===== src/rtl/cobra_run_ctrl_pkg.sv =====
// Shared types and widths for the CYBERcobra run-control block.
package cobra_pkg;

    typedef enum logic [1:0] {HALT, RUN, STEP, DBG} run_state_t;

    localparam int unsigned RF_ADDR_W = 5;
    localparam int unsigned RF_DATA_W = 32;

endpackage


===== src/rtl/cobra_run_ctrl_if.sv =====
// Debug RF read channel: level request with address in, one-cycle ack with captured data out.
interface cobra_run_ctrl_if;
    import cobra_pkg::*;

    logic                 req;
    logic [RF_ADDR_W-1:0] addr;
    logic                 ack;
    logic [RF_DATA_W-1:0] data;

    modport master (output req, output addr, input ack, input data);
    modport slave  (input req, input addr, output ack, output data);

endinterface


===== src/rtl/cobra_run_ctrl_bp_unit.sv =====
// PC breakpoint comparator with a one-shot skip so a resumed run can leave the breakpoint PC.
module cobra_bp_unit
    import cobra_pkg::*;
#(
    parameter int unsigned PC_W = 32
) (
    input  logic            clk_i,
    input  logic            rst_i,
    input  logic            in_run_i,
    input  logic            set_skip_i,
    input  logic [PC_W-1:0] pc_i,
    input  logic            bp_en_i,
    input  logic [PC_W-1:0] bp_addr_i,
    output logic            bp_trip_o
);

    logic skip_q;

    always_ff @(posedge clk_i or posedge rst_i) begin
        if (rst_i) begin
            skip_q <= 1'b0;
        end else if (set_skip_i) begin
            skip_q <= 1'b1;
        end else if (in_run_i) begin
            skip_q <= 1'b0;
        end
    end

    assign bp_trip_o = in_run_i & bp_en_i & (pc_i == bp_addr_i) & ~skip_q;

endmodule


===== src/rtl/cobra_run_ctrl.sv =====
// Run-control sequencer for the CYBERcobra core: halt, single-step, free-run and debug RF reads.
// The PC breakpoint is built only when COBRA_RUN_CTRL_BP_EN is defined.
module cobra_run_ctrl
    import cobra_pkg::*;
#(
    parameter int unsigned PC_W  = 32,
    parameter int unsigned CNT_W = 32
) (
    input  logic                 clk_i,
    input  logic                 rst_i,
    input  logic                 run_i,
    input  logic                 halt_i,
    input  logic                 step_i,
    input  logic [PC_W-1:0]      pc_i,
    input  logic                 bp_en_i,
    input  logic [PC_W-1:0]      bp_addr_i,
    cobra_run_ctrl_if.slave      dbg,
    input  logic [RF_DATA_W-1:0] rf_rd1_i,
    output logic                 pc_en_o,
    output logic                 rf_we_en_o,
    output logic                 ra1_sel_o,
    output logic [RF_ADDR_W-1:0] dbg_addr_o,
    output logic                 halted_o,
    output logic                 bp_hit_o,
    output logic [CNT_W-1:0]     retired_o
);

    run_state_t           state_q, state_d, ret_q, ret_d;
    logic                 bp_hit_q, bp_hit_d;
    logic                 ack_q;
    logic [RF_DATA_W-1:0] data_q;
    logic [RF_ADDR_W-1:0] addr_q;
    logic [CNT_W-1:0]     retired_q;
    logic                 set_skip, bp_trip, dbg_go, pc_en;

    // Masking with ack lets a held request restart one cycle after its ack.
    assign dbg_go = dbg.req & ~ack_q;

`ifdef COBRA_RUN_CTRL_BP_EN
    cobra_bp_unit #(
        .PC_W(PC_W)
    ) u_bp (
        .clk_i     (clk_i),
        .rst_i     (rst_i),
        .in_run_i  (state_q == RUN),
        .set_skip_i(set_skip),
        .pc_i      (pc_i),
        .bp_en_i   (bp_en_i),
        .bp_addr_i (bp_addr_i),
        .bp_trip_o (bp_trip)
    );
`else
    logic unused_bp;
    assign unused_bp = ^{bp_en_i, bp_addr_i, pc_i, set_skip};
    assign bp_trip   = 1'b0;
`endif

    always_comb begin
        state_d  = state_q;
        ret_d    = ret_q;
        bp_hit_d = bp_hit_q;
        set_skip = 1'b0;
        pc_en    = 1'b0;
        unique case (state_q)
            HALT: begin
                if (!halt_i) begin
                    if (dbg_go) begin
                        state_d = DBG;
                        ret_d   = HALT;
                    end else if (step_i) begin
                        state_d  = STEP;
                        bp_hit_d = 1'b0;
                    end else if (run_i) begin
                        state_d  = RUN;
                        set_skip = 1'b1;
                        bp_hit_d = 1'b0;
                    end
                end
            end
            RUN: begin
                // The breakpointed instruction must not commit.
                pc_en = ~bp_trip;
                if (halt_i) begin
                    state_d = HALT;
                end else if (bp_trip) begin
                    state_d  = HALT;
                    bp_hit_d = 1'b1;
                end else if (dbg_go) begin
                    state_d = DBG;
                    ret_d   = RUN;
                end
            end
            STEP: begin
                pc_en   = 1'b1;
                state_d = HALT;
            end
            DBG: begin
                if (halt_i) begin
                    ret_d   = HALT;
                    state_d = HALT;
                end else begin
                    state_d = ret_q;
                end
            end
        endcase
    end

    always_ff @(posedge clk_i or posedge rst_i) begin
        if (rst_i) begin
            state_q   <= HALT;
            ret_q     <= HALT;
            bp_hit_q  <= 1'b0;
            ack_q     <= 1'b0;
            data_q    <= '0;
            addr_q    <= '0;
            retired_q <= '0;
        end else begin
            state_q  <= state_d;
            ret_q    <= ret_d;
            bp_hit_q <= bp_hit_d;
            ack_q    <= (state_q == DBG);
            if (state_q == DBG) begin
                data_q <= rf_rd1_i;
            end
            if (state_d == DBG) begin
                addr_q <= dbg.addr;
            end
            if (pc_en) begin
                retired_q <= retired_q + CNT_W'(1);
            end
        end
    end

    assign pc_en_o    = pc_en;
    assign rf_we_en_o = pc_en;
    assign ra1_sel_o  = (state_q == DBG);
    assign halted_o   = (state_q == HALT);
    assign bp_hit_o   = bp_hit_q;
    assign dbg_addr_o = addr_q;
    assign retired_o  = retired_q;
    assign dbg.ack    = ack_q;
    assign dbg.data   = data_q;

endmodule

===== src/flat_wrapper.sv =====
// flat-port wrapper written by rule: the top's interface ports become plain ports
module cobra_run_ctrl_flat import cobra_pkg::*;
#(
    parameter int unsigned PC_W  = 32,
    parameter int unsigned CNT_W = 32
)
  (clk_i, rst_i, run_i, halt_i, step_i, pc_i, bp_en_i, bp_addr_i, rf_rd1_i, pc_en_o, rf_we_en_o, ra1_sel_o, dbg_addr_o, halted_o, bp_hit_o, retired_o, dbg_req, dbg_addr, dbg_ack, dbg_data);
  cobra_run_ctrl_if dbg_i ();
  input  logic clk_i;
  input  logic rst_i;
  input  logic run_i;
  input  logic halt_i;
  input  logic step_i;
  input  logic [PC_W-1:0] pc_i;
  input  logic bp_en_i;
  input  logic [PC_W-1:0] bp_addr_i;
  input  logic [RF_DATA_W-1:0] rf_rd1_i;
  output logic pc_en_o;
  output logic rf_we_en_o;
  output logic ra1_sel_o;
  output logic [RF_ADDR_W-1:0] dbg_addr_o;
  output logic halted_o;
  output logic bp_hit_o;
  output logic [CNT_W-1:0] retired_o;
  input wire logic [$bits(dbg_i.req)-1:0] dbg_req;
  input wire logic [$bits(dbg_i.addr)-1:0] dbg_addr;
  output wire logic [$bits(dbg_i.ack)-1:0] dbg_ack;
  output wire logic [$bits(dbg_i.data)-1:0] dbg_data;
  assign dbg_i.req = dbg_req;
  assign dbg_i.addr = dbg_addr;
  assign dbg_ack = dbg_i.ack;
  assign dbg_data = dbg_i.data;
  cobra_run_ctrl #(.PC_W(PC_W), .CNT_W(CNT_W)) u_core (.clk_i(clk_i), .rst_i(rst_i), .run_i(run_i), .halt_i(halt_i), .step_i(step_i), .pc_i(pc_i), .bp_en_i(bp_en_i), .bp_addr_i(bp_addr_i), .dbg(dbg_i), .rf_rd1_i(rf_rd1_i), .pc_en_o(pc_en_o), .rf_we_en_o(rf_we_en_o), .ra1_sel_o(ra1_sel_o), .dbg_addr_o(dbg_addr_o), .halted_o(halted_o), .bp_hit_o(bp_hit_o), .retired_o(retired_o));
endmodule

===== config.mk =====
export PLATFORM = sky130hd
export DESIGN_NAME = cobra_run_ctrl_flat
export DESIGN_NICKNAME = d
export VERILOG_FILES = /design/src/rtl/cobra_run_ctrl_pkg.sv /design/src/rtl/cobra_run_ctrl_if.sv /design/src/rtl/cobra_run_ctrl_bp_unit.sv /design/src/rtl/cobra_run_ctrl.sv /design/src/flat_wrapper.sv
export SDC_FILE = /design/constraint.sdc
export NUM_CORES = 1
export LEC_CHECK = 0
export CORE_MARGIN = 3
export CORE_UTILIZATION = 41
export CTS_CLUSTER_SIZE = 30
export DETAILED_ROUTE_END_ITERATION = 16
export HOLD_SLACK_MARGIN = 0.03
export PLACE_DENSITY_LB_ADDON = 0.25
export SLEW_MARGIN = 20
export SYNTH_ARGS = -nofsm -noshare
export SYNTH_HDL_FRONTEND = slang
export SYNTH_HIERARCHICAL = 1
export SYNTH_SLANG_ARGS = --single-unit

===== constraint.sdc =====
create_clock -name clk_i -period 5 [get_ports clk_i]
set_input_delay 0.5 -clock clk_i [delete_from_list [all_inputs] [get_ports clk_i]]
set_output_delay 0.5 -clock clk_i [all_outputs]
set_load 0.05 [all_outputs]

==> out/metrics.yaml <==
p_leak_nw: 2.00
dp_hpwl_um: 4610
p_per_area_nw_per_um2: 662
synth_nets: 351
diodes: 0
clock.fmax_mhz: 363
syn_inst: 238
r2r-start: "u_core/state_q[0]$_DFF_PP0_"
synth.cell_area_um2: 3160
cts_tree: "built"
worst_setup_path_end_kind: "primary output"
intPower_mw: 1.69
arrival_ps: 2250
drv_slew: 0
r2r_cells: 7
ys_seq_area_frac: 0.587
sw_frac_of_total: 0.448
setup-violations-final: 0
vdd_drop_max_mv: 0.563
whs_ps: 485
firstDrtPassIters: 4
top_usage_layer: "met2"
r2r_setup_slack_ps: 2630
avgViaCountPerCell: 4.77
finalWirelength_um: 6450
finalCriticalPeriod_ps: 2750
grt_pass1_wl_um: 10900
clock_latency_ps: 330
cts-buffers-inserted: 9
fin_crit_sh: 0.551
drive_gt1_frac: 0.175
clock-root-buffer: "clkbuf_8"
num_rows: 31
cts_hold_buffers: 0
antenna_found_initial: 0
hold_viol_final: 0
htree_num_levels: 3
dr_total_vias: 2215
crit_chain: "inv_1 > ha_1 > clkdlybuf4s50_1"
design_area_um2: 4640
required_ps: 4500
track_usage: 0.155
cts_resized: 0
gr-usage-met1: 0.202
area_growth_pct: 47.1
grt_max_degree: 75
min-delay-start: "u_core/retired_o[31]$_DFFE_PP0P_"
synth_warnings: 6
clock_path_buffers: 2
pin_count: 183
start_util: 0.428
clock_skew_ps: 8.61
critical-path-slowest-cell: "clkdlybuf4s50_1"
final_antenna_net_count: 0
first_global_vias: 2256
cp_max_fo: 10
maxCapViolCount: 0
yosysUniqueCellTypes: 34
total_power_mw: 3.07
start_kind: "flop"
yosys_register_bits: 74
rsz0062_at_grt: "no"
use_met2: 0.238
drc: 0
avgSynthCellArea_um2: 13.3
crit_type: "reg -> out"
fp.dieArea_um2: 8790
drt_first_iter_violations: 111
r2r-end: "u_core/retired_o[27]$_DFFE_PP0P_"
io_buffers: 116
cp_slowest_stage_delay_ps: 890
holdPathEnd: "u_core/retired_o[31]$_DFFE_PP0P_"
switchingPower_mw: 1.38
cts_sinks: 74
status: "completed"
grtUsageMet3: 0.0601
gp_congestion: 0.777
grt-ovfl-total: 0
pwr-share-seq: 0.303
hold_class: "reg -> reg"
combPwrFrac: 0.535
clkPwrFrac: 0.162
slew_headroom: 0.386
die_w_um: 93.7
clkTransAtPathRegs_ps: 70
core_area_um2: 7370
place_area_um2: 4420
nNetsFinal: 473
post_cts_buffers: 0
worst_slew_pin_slew_ps: 920
tns_ps: 0
fp.dieH_um: 93.7
holdPathStages: 1
routedWlPerCell_um: 13.9
-- synthesized netlist by cell type (all sizes together) --
library cell	count	area, um2
mux2	38	428
xnor2	19	166
nor2b	2	12.5
and4	1	8.76
and2	1	7.51
buf	3	22.5
nor4	3	48.8
xor2	12	105
nand2b	1	6.26
a22oi	1	7.51
clkbuf	4	15.0
nor3b	1	7.51
and3	4	25.0
a21oi	3	15.0
inv	11	41.3
and2b	1	7.51
ha	5	62.6
a32oi	1	8.76
conb	1	3.75
nand3	14	82.6
nor3	2	15.0
dfrtp	74	1850
a22o	1	8.76
o21ai	5	25.0
a211oi	1	7.51
a21boi	1	7.51
nand4	7	73.8
a221oi	1	8.76
nor2	9	33.8
nand2	11	41.3
-- through the flow --
stage	setup slack [ps]	util	std cells
floorplan	2520	-	238
global placement	2610	0.599	448
detailed placement	2600	0.599	448
CTS	2220	0.630	464
global route	2140	0.630	464
finish	2250	0.630	464
-- cell families (layout without fill, tap and decap cells) --
logic type	count (synthesis)	after routing	synth area share
buffers and inverters	18	145	0.0250
flip-flops	74	74	0.587
other	1	1	0.00119
adder cells (fa/ha/maj)	5	5	0.0198
AO/OA/AOI/OAI	14	14	0.0282
AND/OR/NAND/NOR	57	57	0.117
multiplexers	38	38	0.136
XOR/XNOR	31	31	0.0860
-- worst max-delay path by stage --
stage                                      startpoint                                to  cells after the start  slack [ps]
final                     u_core/state_q[0]$_DFF_PP0_                        rf_we_en_o                      3        2250
after global routing      u_core/state_q[0]$_DFF_PP0_                        rf_we_en_o                      3        2140
after global placement    u_core/state_q[0]$_DFF_PP0_                           pc_en_o                      3        2610
after CTS                 u_core/state_q[0]$_DFF_PP0_                        rf_we_en_o                      3        2220
after detailed placement  u_core/state_q[1]$_DFF_PP0_                        rf_we_en_o                      3        2600
after floorplan           u_core/state_q[0]$_DFF_PP0_  u_core/retired_o[27]$_DFFE_PP0P_                      8        2520
-- power groups by stage --
stage	logic [mW]	registers [mW]	clock network [mW]
2_1_floorplan	0.504	1.58	0
3_3_place_gp	1.64	0.932	0
3_5_place_dp	1.65	0.944	0
4_1_cts	1.66	0.934	0.511
5_1_grt	1.73	0.961	0.542
6_report	1.64	0.929	0.499
-- placed cells by master (no fill, tap or decap), drive strengths merged, types with 2 or more instances in the layout --
| cell type | synthesis | layout |
|---|---|---|
| xnor2 | 19 | 19 |
| and3 | 4 | 4 |
| clkdlybuf4s50 | 0 | 116 |
| buf | 3 | 2 |
| nand2 | 11 | 11 |
| a21oi | 3 | 3 |
| mux2 | 38 | 38 |
| nor2b | 2 | 2 |
| o21ai | 5 | 5 |
| inv | 11 | 11 |
| clkinvlp | 0 | 2 |
| ha | 5 | 5 |
| nor4 | 3 | 3 |
| xor2 | 12 | 12 |
| dfrtp | 74 | 74 |
| nand3 | 14 | 14 |
| nor2 | 9 | 9 |
| clkbuf | 4 | 13 |
| nand4 | 7 | 7 |
| nor3 | 2 | 2 |
-- worst max-delay path, delay by kind of cell, from the launching register on --
kind	cells	cell delay (ps)
DFF	1	410
adders and majority gates	1	530
buffers and inverters	2	990
-- metal layers --
metal	up-vias	wire length, um
met4	0	89
li1	1061	-
met2	80	2970
met5	-	0
met3	10	628
met1	1064	2760
-- cell type report --
cell class	count	area (um2)
Clock inverter	3	45.0
Tap cell	99	124
Timing Repair Buffer	118	1180
Fill cell	595	2730
Clock buffer	13	179
Multi-Input combinational cell	146	1220
Inverter	11	41.3
Sequential cell	74	1850
-- flip-flops by register name (all words and copies together), names as in the netlist --
signal,cells
u_core/state_q,2
u_core/retired_o,32
u_core/dbg.data,32
u_core/dbg.ack,1
u_core/dbg_addr_o,5
u_core/ret_q,2
Power figures use the tool's default switching activity.
